==> config.mk <==
export PLATFORM = sky130hd
export DESIGN_NAME = spi_slave_stream_flat
export DESIGN_NICKNAME = d
export VERILOG_FILES = /design/src/rtl/spi_slave_stream_if.sv /design/src/rtl/spi_slave_stream.sv /design/src/flat_wrapper.sv
export SDC_FILE = /design/constraint.sdc
export NUM_CORES = 1
export LEC_CHECK = 0
export ABC_AREA = 1
export BUFFER_PORTS_ARGS = -buffer_cell sky130_fd_sc_hd__buf_2
export CORE_MARGIN = 4
export CORE_UTILIZATION = 50
export DETAILED_ROUTE_END_ITERATION = 8
export HOLD_SLACK_MARGIN = 0.15
export PLACE_DENSITY = 0.81
export SLEW_MARGIN = 10
export SYNTH_ARGS = -nofsm -noshare
export SYNTH_HDL_FRONTEND = slang
export SYNTH_SLANG_ARGS = --single-unit
==> constraint.sdc <==
create_clock -name clk -period 2.1 [get_ports clk]
set_input_delay 0.42 -clock clk [delete_from_list [all_inputs] [get_ports clk]]
set_output_delay 0.42 -clock clk [all_outputs]
set_load 0.01 [all_outputs]
==> src/rtl/spi_slave_stream_if.sv <==
// spi_slave_stream_if: fabric-side TX/RX word streams and error pulses of spi_slave_stream.
interface spi_slave_stream_if #(parameter int WIDTH = 32);
  logic [WIDTH-1:0] tx_data;
  logic             tx_valid;
  logic             tx_ready;
  logic [WIDTH-1:0] rx_data;
  logic             rx_valid;
  logic             rx_ready;
  logic             tx_underrun;
  logic             rx_overrun;
  logic             frame_error;
  modport slave (
    input  tx_data, tx_valid, rx_ready,
    output tx_ready, rx_data, rx_valid, tx_underrun, rx_overrun, frame_error
  );
  modport master (
    output tx_data, tx_valid, rx_ready,
    input  tx_ready, rx_data, rx_valid, tx_underrun, rx_overrun, frame_error
  );
endinterface

==> src/rtl/spi_slave_stream.sv <==
// spi_slave_stream: oversampling SPI slave, all CPOL/CPHA modes, multi-word frames, stream handshakes.
module spi_slave_stream #(
  parameter int               WIDTH     = 32,
  parameter bit               CPOL      = 1'b0,
  parameter bit               CPHA      = 1'b0,
  parameter bit               LSB_FIRST = 1'b0,
  parameter logic [WIDTH-1:0] IDLE_WORD = '1
) (
  input  logic clk,
  input  logic rst_n,
  input  logic ucSCLK,
  input  logic ucMOSI,
  input  logic ucSEL_,
  output logic ucMISO,
  output logic ucMISO_oe,
  spi_slave_stream_if.slave s
);
  localparam int CW = $clog2(WIDTH);
  typedef enum logic {IDLE, ACTIVE} state_t;
  state_t state_q, state_d;
  logic [2:0] sclk_q, sel_q;
  logic [1:0] mosi_q;
  logic [CW-1:0] bit_cnt_q, bit_cnt_d;
  logic [WIDTH-1:0] rx_sh_q, rx_sh_d, tx_sh_q, tx_sh_d, tx_buf_q, tx_buf_d, rx_data_q, rx_data_d;
  logic tx_ready_q, tx_ready_d, rx_valid_q, rx_valid_d, done_q, done_d;
  logic underrun_q, underrun_d, overrun_q, overrun_d, ferr_q, ferr_d;
  logic sel_fall, sel_rise, lead, trail, sample, shift, last, load;
  assign sel_fall = sel_q[2] & ~sel_q[1];
  assign sel_rise = ~sel_q[2] & sel_q[1];
  assign lead     = (sclk_q[2] ^ sclk_q[1]) & (sclk_q[2] == CPOL);
  assign trail    = (sclk_q[2] ^ sclk_q[1]) & (sclk_q[2] != CPOL);
  assign sample   = CPHA ? trail : lead;
  assign shift    = CPHA ? lead : trail;
  always_comb begin
    state_d    = state_q;
    bit_cnt_d  = bit_cnt_q;
    rx_sh_d    = rx_sh_q;
    tx_sh_d    = tx_sh_q;
    tx_buf_d   = tx_buf_q;
    tx_ready_d = tx_ready_q;
    rx_data_d  = rx_data_q;
    rx_valid_d = rx_valid_q;
    done_d     = 1'b0;
    underrun_d = 1'b0;
    overrun_d  = 1'b0;
    ferr_d     = 1'b0;
    last       = 1'b0;
    load       = 1'b0;
    if (s.tx_valid && tx_ready_q) begin
      tx_buf_d   = s.tx_data;
      tx_ready_d = 1'b0;
    end
    if (rx_valid_q && s.rx_ready) rx_valid_d = 1'b0;
    if (done_q) begin
      if (rx_valid_q && !s.rx_ready) overrun_d = 1'b1;
      else begin
        rx_data_d  = rx_sh_q;
        rx_valid_d = 1'b1;
      end
    end
    if (state_q == IDLE) begin
      if (sel_fall) begin
        state_d   = ACTIVE;
        bit_cnt_d = '0;
        load      = !CPHA;
      end
    end else if (sel_rise) begin
      state_d   = IDLE;
      bit_cnt_d = '0;
      ferr_d    = bit_cnt_q != '0;
    end else begin
      if (sample) begin
        rx_sh_d   = LSB_FIRST ? {mosi_q[1], rx_sh_q[WIDTH-1:1]} : {rx_sh_q[WIDTH-2:0], mosi_q[1]};
        last      = bit_cnt_q == CW'(WIDTH - 1);
        bit_cnt_d = last ? '0 : bit_cnt_q + CW'(1);
        done_d    = last;
        load      = last && !CPHA;
      end
      // The shift edge right after a CPHA=0 reload would skip bit 0 of the new word.
      if (shift) begin
        if (CPHA && bit_cnt_q == '0) load = 1'b1;
        else if (CPHA || bit_cnt_q != '0) tx_sh_d = LSB_FIRST ? tx_sh_q >> 1 : tx_sh_q << 1;
      end
    end
    if (load) begin
      tx_sh_d    = tx_ready_q ? IDLE_WORD : tx_buf_q;
      underrun_d = tx_ready_q;
      if (!tx_ready_q) tx_ready_d = 1'b1;
    end
  end
  // SEL sync resets to "selected" so a frame already in progress at reset release is ignored.
  always_ff @(posedge clk or negedge rst_n) begin
    if (!rst_n) begin
      sclk_q     <= {3{CPOL}};
      sel_q      <= 3'b000;
      mosi_q     <= 2'b00;
      state_q    <= IDLE;
      bit_cnt_q  <= '0;
      rx_sh_q    <= '0;
      tx_sh_q    <= '0;
      tx_buf_q   <= '0;
      tx_ready_q <= 1'b1;
      rx_data_q  <= '0;
      rx_valid_q <= 1'b0;
      done_q     <= 1'b0;
      underrun_q <= 1'b0;
      overrun_q  <= 1'b0;
      ferr_q     <= 1'b0;
    end else begin
      sclk_q     <= {sclk_q[1:0], ucSCLK};
      sel_q      <= {sel_q[1:0], ucSEL_};
      mosi_q     <= {mosi_q[0], ucMOSI};
      state_q    <= state_d;
      bit_cnt_q  <= bit_cnt_d;
      rx_sh_q    <= rx_sh_d;
      tx_sh_q    <= tx_sh_d;
      tx_buf_q   <= tx_buf_d;
      tx_ready_q <= tx_ready_d;
      rx_data_q  <= rx_data_d;
      rx_valid_q <= rx_valid_d;
      done_q     <= done_d;
      underrun_q <= underrun_d;
      overrun_q  <= overrun_d;
      ferr_q     <= ferr_d;
    end
  end
  assign ucMISO_oe     = state_q == ACTIVE;
  assign ucMISO        = ucMISO_oe & (LSB_FIRST ? tx_sh_q[0] : tx_sh_q[WIDTH-1]);
  assign s.tx_ready    = tx_ready_q;
  assign s.rx_data     = rx_data_q;
  assign s.rx_valid    = rx_valid_q;
  assign s.tx_underrun = underrun_q;
  assign s.rx_overrun  = overrun_q;
  assign s.frame_error = ferr_q;
endmodule

==> src/flat_wrapper.sv <==
// flat-port wrapper written by rule: the top's interface ports become plain ports
module spi_slave_stream_flat 
#(
  parameter int               WIDTH     = 32,
  parameter bit               CPOL      = 1'b0,
  parameter bit               CPHA      = 1'b0,
  parameter bit               LSB_FIRST = 1'b0,
  parameter logic [WIDTH-1:0] IDLE_WORD = '1
)
  (clk, rst_n, ucSCLK, ucMOSI, ucSEL_, ucMISO, ucMISO_oe, s_tx_data, s_tx_valid, s_rx_ready, s_tx_ready, s_rx_data, s_rx_valid, s_tx_underrun, s_rx_overrun, s_frame_error);
  spi_slave_stream_if #(.WIDTH(WIDTH)) s_i ();
  input  logic clk;
  input  logic rst_n;
  input  logic ucSCLK;
  input  logic ucMOSI;
  input  logic ucSEL_;
  output logic ucMISO;
  output logic ucMISO_oe;
  input wire logic [$bits(s_i.tx_data)-1:0] s_tx_data;
  input wire logic [$bits(s_i.tx_valid)-1:0] s_tx_valid;
  input wire logic [$bits(s_i.rx_ready)-1:0] s_rx_ready;
  output wire logic [$bits(s_i.tx_ready)-1:0] s_tx_ready;
  output wire logic [$bits(s_i.rx_data)-1:0] s_rx_data;
  output wire logic [$bits(s_i.rx_valid)-1:0] s_rx_valid;
  output wire logic [$bits(s_i.tx_underrun)-1:0] s_tx_underrun;
  output wire logic [$bits(s_i.rx_overrun)-1:0] s_rx_overrun;
  output wire logic [$bits(s_i.frame_error)-1:0] s_frame_error;
  assign s_i.tx_data = s_tx_data;
  assign s_i.tx_valid = s_tx_valid;
  assign s_i.rx_ready = s_rx_ready;
  assign s_tx_ready = s_i.tx_ready;
  assign s_rx_data = s_i.rx_data;
  assign s_rx_valid = s_i.rx_valid;
  assign s_tx_underrun = s_i.tx_underrun;
  assign s_rx_overrun = s_i.rx_overrun;
  assign s_frame_error = s_i.frame_error;
  spi_slave_stream #(.WIDTH(WIDTH), .CPOL(CPOL), .CPHA(CPHA), .LSB_FIRST(LSB_FIRST), .IDLE_WORD(IDLE_WORD)) u_core (.clk(clk), .rst_n(rst_n), .ucSCLK(ucSCLK), .ucMOSI(ucMOSI), .ucSEL_(ucSEL_), .ucMISO(ucMISO), .ucMISO_oe(ucMISO_oe), .s(s_i));
endmodule
# ---- After elaboration in Yosys (flattened, before gate mapping)
# Index checks and enable logic that the tools add are counted.
dict set report word_totals {
  ff_bits 148
  elab_cells 72
  out_inout_bits 39
  input_bits 39
}
dict set report op_classes {
  n_addsub 1
  n_eq_ne 3
  n_mux 29
  reduce_logical 13
  bitwise_logic 11
}
# operator n
set op_table {}
lappend op_table {{$mux W32} 6}
lappend op_table {{$mux W5} 5}
lappend op_table {{$mux W1} 18}
lappend op_table {{$reduce_bool A2 Y1} 4}
lappend op_table {{$add A5 B1 Y5 const B} 1}
lappend op_table {{$and A1 B1 Y1} 5}
lappend op_table {{$eq A5 B5 Y1 const B} 1}
lappend op_table {{$not A1 Y1} 5}
lappend op_table {{$reduce_bool A5 Y1} 1}
lappend op_table {{$reduce_and A2 Y1} 2}
lappend op_table {{$reduce_and A4 Y1} 1}
lappend op_table {{$logic_and A1 B1 Y1} 3}
lappend op_table {{$ne A3 B3 Y1 const B} 1}
lappend op_table {{$reduce_and A3 Y1} 1}
lappend op_table {{$ne A2 B2 Y1 const B} 1}
lappend op_table {{$logic_not A1 Y1} 1}
lappend op_table {{$xor A1 B1 Y1} 1}

# ---- Logic depth before layout (Yosys ltp)
# Gate-level depths: netlist (run 1).
dict set report logic_depth {
  ltp_word 7
  mapped_depth 11
  ltp_nobuf 10
}

# ---- Least setup slack after synthesis (run 1)
# No wires, ideal clock.
dict set report synth_timing {
  path_type {reg2reg}
  startpoint {register u_core.bit_cnt_q[0]}
  endpoint {register u_core.tx_sh_q[22]}
  required_time_ns 1.983
  period_less_slack_ns 1.678
  stages_incl_launch_ff 12
  setup_slack_ns 0.422
  setup_ns 0.117
  n_path_buf 1
  arrival_ns 1.562
  path_cell_list {dfrtp_1 -> ha_1 -> nand2_1 -> nor2_1 -> ha_1 -> nand3_1 -> nand2_2 -> nand2_2 -> nand2_4 -> buf_8 -> nand3_2 -> nand2_1}
}
dict set report synth_via {
  elab_chain_len 6
}
# element line
set synth_rtl {}
lappend synth_rtl {{from (decl)} spi_slave_stream.sv:23} ;# logic [CW-1:0] bit_cnt_q, bit_cnt_d;
lappend synth_rtl {{from (signal assigned)} spi_slave_stream.sv:114} ;# bit_cnt_q <= bit_cnt_d;
lappend synth_rtl {{$eq A5 B5 Y1} spi_slave_stream.sv:74} ;# last = bit_cnt_q == CW'(WIDTH - 1);
lappend synth_rtl {{$mux W1} spi_slave_stream.sv:72} ;# if (sample) begin
lappend synth_rtl {{$mux W1} spi_slave_stream.sv:67} ;# end else if (sel_rise) begin
lappend synth_rtl {{$mux W1} spi_slave_stream.sv:61} ;# if (state_q == IDLE) begin
lappend synth_rtl {{$ne A2 B2 Y1 (no source line) or $reduce_bool A2 Y1 (tied branches)} n/a}
lappend synth_rtl {{$reduce_and A4 Y1 (no source line)} n/a}
lappend synth_rtl {{to (signal assigned)} spi_slave_stream.sv:116} ;# tx_sh_q <= tx_sh_d;
lappend synth_rtl {{to (decl)} spi_slave_stream.sv:24} ;# logic [WIDTH-1:0] rx_sh_q, rx_sh_d, tx_sh_q, tx_sh_d, tx_buf_q, tx_buf_d, rx_data_q, rx_data_d;
# Several ways; a longest one is shown, not always the timed one.
# A chain may end at the register's enable or synchronous reset.

# ---- Worst setup path after layout (run 1)
dict set report layout_timing {
  startpoint {register u_core.tx_ready_q, in the netlist u_core.s.tx_ready}
  endpoint {output s_tx_ready}
}
# element line
set layout_rtl {}
lappend layout_rtl {{from (decl)} spi_slave_stream.sv:25} ;# logic tx_ready_q, tx_ready_d, rx_valid_q, rx_valid_d, done_q, done_d;
lappend layout_rtl {{from (signal assigned)} spi_slave_stream.sv:118} ;# tx_ready_q <= tx_ready_d;
lappend layout_rtl {{to (decl)} flat_wrapper.sv:22} ;# output wire logic [$bits(s_i.tx_ready)-1:0] s_tx_ready;
# No word-level cell between the ends.

==> metrics.csv, run 1 <==
metric,value,unit
status,"finished, final reports clean",
synth_edf_count,0,
synth.cells.most_frequent,"dfrtp_1 (147), nand2_1 (104), nand3_1 (98), inv_1 (75), nor2_1 (37)",
cts.htree.levels,4,
layout-drive-gt1-share,26.97,%
num_antenna_cells,0,
fin_nets,781,
drtAntennaViolNets,0,
critical_path_buf_inv_count,2,
die_width,121.4,um
grt_start_max_net_pins,64,
power.leakage,3.735,nW
grt_first_pass_wirelength,22280,um
wl_met3,505,um
n_fill_cell,1040,
slew_viol_final,0,
drc_errors,0,
post_synth.cell_area_avg,9.778,um^2
p_int,6.135,mW
syn_inst,658,
synth.largest_area_cell,dfrtp_1,
antenna_found_initial,0,
rsz0062_at_grt,false,
ys_ff_latch,148,
r2r-start,u_core.bit_cnt_q[0],
synth_ff_type,dfrtp_1,
end_kind,output port,
drt_wl_total,12960,um
switchingPower,2.674,mW
worst_slew_pin_slew,0.4844,ns
syn-cell-area,6434,um^2
final.period_utilization,90.66,%
first_iter_violations,345,
final_cell_area,7619,um^2
clk_pin_slew,0.06,ns
p_seq_share,44.8,%
synth_nets,700,
synth_top_area_share,57.18,%
critPathRequiredTime,1.68,ns
insertion_delay,0.42,ns
reg2reg_depth,11,
synth_seq_area_share,57.58,%
p_total,8.809,mW
combPwrFrac,24.8,%
synth_compound_area_share,5.912,%
syn_to_final_growth,18.42,%
die_h,121.4,um
post_dp_cell_area,7059,um^2
initial_core_util,50.98,%
dpl.hpwl,8476,um
synthAdderAreaFrac,0.5834,%
place_inst,888,
p_per_area,1156,nW/um^2
peakVddDrop,0.0006952,V
slew_headroom,67.71,%
postLayoutCoreUtil,60.37,%
synth_top_family_by_area,simple AND/OR/NAND/NOR gates,
cp_max_fo,34,
grt_pass1_vias,4646,
postCtsSetupRepairBufs,0,
synth-async-reset-ratio,100.0,%
cts_root_buf,clkbuf_16,
grt_overflow,0,
synth_most_common_cell,dfrtp_1,
crit_family,buffers and inverters,
gp_congestion,0.7929,
rows,41,
num_vias,4745,
final_hold_viol_count,0,
synthTopCellsByArea,"dfrtp_1 (57%), nand3_1 (7.6%), nand2_1 (6.1%)",
synthSimpleGateAreaFrac,22.03,%
synth_xor_area_share,0.2723,%
finClkSkew,0.006191,ns
synth.distinct_cells,28,
numCtsBuffers,17,
crit_path_cell_trace,"buf_4, buf_2",
setup_viol,0,
met2_length,6436,um
drt-met1-wl,5726,um
grt_use_total,18.98,%
core,12620,um^2
ios,78,
r2r-end,u_core.tx_sh_q[18],
critPathMaxStageDelay,0.52,ns
cp_slowest_cell,dfstp_2,
layout.cells.non_filler,921,
portBuffers,77,
cts_tree,yes,
die_area,14750,um^2
wl_per_cell,14.07,um
max_freq,525.3,MHz
cp_num_cells,2,
hp-class,input pin to flop,
cp_data_arrival_time,1.48,ns
cts.sink_count,148,
hold_start,s_tx_data[14],
synthMuxAreaShare,5.932,%
via_per_inst,5.152,
first_pass_iters,4,
switching_share,30.36,%
clk_path_buf_depth,2,
layout_min_cycle_time,1.904,ns
top_layer_used,met4,
yosys_warnings,0,
path_class,flop to output port,
reg2reg_slack,0.23,ns
drv_cap,0,
fin_setup_tns,0,ns
hold_path_end,u_core.tx_buf_q[14],
clockPowerShare,30.4,%
cp-start-kind,flop,
holdPathStages,2,
worst max path at each step:
stage	startpoint	endpoint	slack, ns
floorplan	u_core.bit_cnt_q[0]	u_core.tx_sh_q[22]	0.42
global placement	u_core.bit_cnt_q[0]	u_core.tx_sh_q[8]	0.29
detailed placement	u_core.bit_cnt_q[0]	u_core.tx_sh_q[8]	0.23
CTS	u_core.s.tx_ready	s_tx_ready	0.18
global route	u_core.bit_cnt_q[0]	u_core.tx_sh_q[18]	0.05
finish	u_core.s.tx_ready	s_tx_ready	0.20
per-layer routing:
metal	GRT usage, %	vias up
li1	-	2292
met1	25.48	2305
met2	29.67	122
met3	3.869	26
met4	8.894	0
met5	0	-
state kept, by name, indices dropped and copies added (netlist names):
name and cells:
u_core.rx_sh_q 32, u_core.tx_sh_q 32, u_core.done_q 1, u_core.tx_buf_q 32
u_core.s.frame_error 1, u_core.bit_cnt_q 5, u_core.mosi_q 2, u_core.sclk_q 3
u_core.s.tx_underrun 1, u_core.s.rx_overrun 1, u_core.s.rx_valid 1, u_core.s.rx_data 32
u_core.sel_q 3, u_core.s.tx_ready 1, u_core.ucMISO_oe 1
metrics by stage:
step	worst slack, ns	hold slack (ns)
after CTS	0.1786	0.2142
after global placement	0.2929	0.3352
after global routing	0.04523	0.2236
final	0.1962	0.2298
after detailed placement	0.2321	0.3373
after floorplan	0.4215	0.1244
layout make-up:
| class | count | area, um^2 | share of cell area [%] |
|---|---|---|---|
| Clock buffer | 24 | 491.7 | 6.454 |
| Clock inverter | 5 | 27.53 | 0.3613 |
| Inverter | 78 | 292.8 | 3.843 |
| Multi-Input combinational cell | 392 | 2235 | 29.33 |
| Sequential cell | 148 | 3705 | 48.63 |
| Tap cell | 172 | 215.2 | 2.825 |
| Timing Repair Buffer | 102 | 651.9 | 8.556 |
cell usage in the layout (no fill, tap or decap), types with 2 or more instances in the layout:
cell,count
buf_12,5
buf_2,76
buf_4,16
clkbuf_1,3
clkbuf_16,17
clkbuf_8,4
clkinv_2,4
dfrtp_1,147
dlygate4sd3_1,4
ha_1,3
inv_1,75
inv_2,3
mux2_2,33
nand2_1,104
nand2_2,5
nand3_1,98
nand3_2,32
nor2_1,37
o211ai_1,2
o21ai_0,34
o21ai_1,32
o22ai_1,2
power by group through the flow:
stage	Sequential [mW]	Clock (mW)	Combinational, mW
2_1_floorplan	3.87	0	1.71
3_3_place_gp	3.94	0	2.10
3_5_place_dp	3.96	0	2.19
4_1_cts	3.93	2.73	2.21
5_1_grt	4.01	2.87	2.46
6_report	3.94	2.68	2.18
cell families after synthesis:
logic type | Yosys count
AO/OA/AOI/OAI | 73
XOR/XNOR | 2
adder cells (fa/ha/maj) | 3
buffers and inverters | 118
flip-flops | 148
multiplexers | 34
AND/OR/NAND/NOR | 280
what timing repair did:
| action | in CTS | in global routing |
|---|---|---|
| endpoints found under the hold margin | 50 | 0 |
| hold buffers | 4 | 0 |
| gates resized for setup | 0 | 0 |
Note: power is estimated with default switching activity, not from simulation.
==> run 2, diff against run 1 <==
--- a/config.mk
+++ b/config.mk
@@ -12,6 +12,7 @@
 export DETAILED_ROUTE_END_ITERATION = 8
 export HOLD_SLACK_MARGIN = 0.15
 export PLACE_DENSITY = 0.81
+export SETUP_SLACK_MARGIN = 0.3
 export SLEW_MARGIN = 10
 export SYNTH_ARGS = -nofsm -noshare
 export SYNTH_HDL_FRONTEND = slang
==> metrics.csv, run 2 (synthesis gave the netlist of run 1 again) <==
metric,value,unit,change
status,"finished, final reports clean",,
p_per_area,1154,nW/um^2,-0.18%
crit_family,simple AND/OR/NAND/NOR gates,,
cts_tree,yes,,
initial_core_util,50.98,%,unchanged
setup_viol,0,,unchanged
max_freq,564.5,MHz,+7.5%
gp_congestion,0.7929,,unchanged
hp-class,input pin to flop,,
cts_root_buf,clkbuf_16,,
grt_start_max_net_pins,64,,unchanged
layout-drive-gt1-share,28.65,%,+1.7 points
grt_first_pass_wirelength,22470,um,+0.83%
ios,78,,unchanged
power.leakage,3.817,nW,+2.2%
reg2reg_slack,0.33,ns,+0.10 ns
path_class,flop to flop,,
finClkSkew,0.005808,ns,-0.0003827 ns
drt_wl_total,13640,um,+5.2%
die_width,121.4,um,unchanged
r2r-start,u_core.bit_cnt_q[1],,
clk_pin_slew,0.06,ns,about the same
wl_per_cell,14.61,um,+3.9%
dp_slack,0.2321,ns,unchanged
worst_slew_pin_slew,0.4865,ns,+0.002121 ns
fin_ws,0.3286,ns,+0.1324 ns
drv_cap,0,,unchanged
mostFrequentLayoutCells,"dfrtp_1 (147), nand2_1 (103), nand3_1 (97)",,
peakVddDrop,0.0007102,V,+2.2%
crit_path_cell_trace,"ha_2, nand2_1, nor2_1, ha_2, nand3_2, nand2_4, nand2_8, nand2_8, clkbuf_16, nand3_2, nand2_1",,
via_per_inst,5.189,,+0.71%
dpl.hpwl,8476,um,unchanged
cp-start-kind,flop,,
crit_start,u_core.bit_cnt_q[1],,
critPathRequiredTime,2.45,ns,+0.77 ns
num_antenna_cells,0,,unchanged
first_iter_violations,344,,-0.29%
slew_headroom,67.57,%,-0.14 points
core,12620,um^2,unchanged
cp_max_fo,8,,-76%
cp_num_cells,11,,+9
critPathMaxStageDelay,0.36,ns,-0.16 ns
r2r-end,u_core.tx_sh_q[1],,
die_area,14750,um^2,unchanged
die_h,121.4,um,unchanged
reg2reg_depth,11,,unchanged
syn_to_final_growth,21.39,%,
clk_path_buf_depth,2,,unchanged
grt_use_total,19.20,%,+0.22 points
cts.sink_count,148,,unchanged
first_pass_iters,4,,unchanged
layout_min_cycle_time,1.771,ns,-0.1324 ns
end_kind,flop,,
cts.htree.levels,4,,unchanged
drtAntennaViolNets,0,,unchanged
cp_slowest_cell,dfrtp_1,,
n_fill_cell,1014,,-2.5%
rows,41,,unchanged
drc_errors,0,,unchanged
critical_path_buf_inv_count,1,,-1
rsz0062_at_grt,true,,
numCtsBuffers,17,,unchanged
cp_data_arrival_time,2.12,ns,+0.64 ns
grt_overflow,0,,unchanged
grt_pass1_vias,4666,,+0.43%
fin_nets,793,,+1.5%
portBuffers,77,,unchanged
insertion_delay,0.42,ns,about the same
antenna_found_initial,0,,unchanged
num_vias,4841,,+2.0%
final_common_cell,dfrtp_1,,
final.period_utilization,84.35,%,-6.3 points
slew_viol_final,0,,unchanged
final_hold_viol_count,0,,unchanged
fin_setup_tns,0,ns,unchanged
endpoint,u_core.tx_sh_q[1],,
[run 2: power by group]
group          switching, mW  internal, mW
clock                   1.07          1.61
sequential             0.395          3.56
combinational           1.28          1.10
total                   2.75          6.27
[run 2: worst register-to-register path: cells and delay by family, from the launching register on]
family | cells | cell delay, ns
buffers and inverters | 1 | 0.17
adder cells (fa/ha/maj) | 2 | 0.40
AND/OR/NAND/NOR | 8 | 0.78
flip-flops | 1 | 0.36
[run 2: metal layers]
layer / vias to the layer above / track usage, % / routed length, um
met1: 2350 / 25.79 / 5854
met2: 134 / 29.67 / 6807
met3: 37 / 3.916 / 579
li1: 2320 / - / -
met5: - / 0 / 0
met4: 0 / 9.664 / 394
[run 2: cell type report]
class                      count  area [um^2]  area share (%)
inverter                      78        292.8           3.749
tap                          172        215.2           2.756
clock buffer                  24        491.7           6.296
clock inverter                 5        27.53          0.3525
timing repair buffer         113        792.0           10.14
sequential                   148         3705           47.44
multi-input combinational    393         2286           29.27
[run 2: worst min path at each step]
stage                          endpoint              from  cells after the start
global route        u_core.tx_buf_q[12]     s_tx_data[12]                      2
floorplan           u_core.bit_cnt_q[0]             rst_n                      0
CTS                 u_core.tx_buf_q[14]     s_tx_data[14]                      2
detailed placement     u_core.mosi_q[1]  u_core.mosi_q[0]                      0
finish              u_core.tx_buf_q[30]     s_tx_data[30]                      2
global placement       u_core.mosi_q[1]  u_core.mosi_q[0]                      0
[run 2: through the flow]
| stage | cells | hold slack [ns] | utilization [%] | instance area (um^2) | power, mW |
|---|---|---|---|---|---|
| 6_report | 933 | 0.2296 | 61.89 | 7810 | 9.014 |
| 4_1_cts | 922 | 0.2142 | 60.63 | 7651 | 8.906 |
| 3_5_place_dp | 888 | 0.3373 | 55.94 | 7059 | 6.155 |
| 5_1_grt | 933 | 0.2235 | 61.89 | 7810 | 9.551 |
| 3_3_place_gp | 888 | 0.3352 | 55.94 | 7059 | 6.041 |
| 2_1_floorplan | 658 | 0.1244 | - | 6434 | 5.586 |
[run 2: what timing repair did]
item	CTS	global route
endpoints found under the hold margin	50	0
setup buffers	1	9
endpoints found under the setup margin	23	34
pin swaps	0	6
hold buffers	4	0
gates cloned	0	2
gates resized for setup	5	13
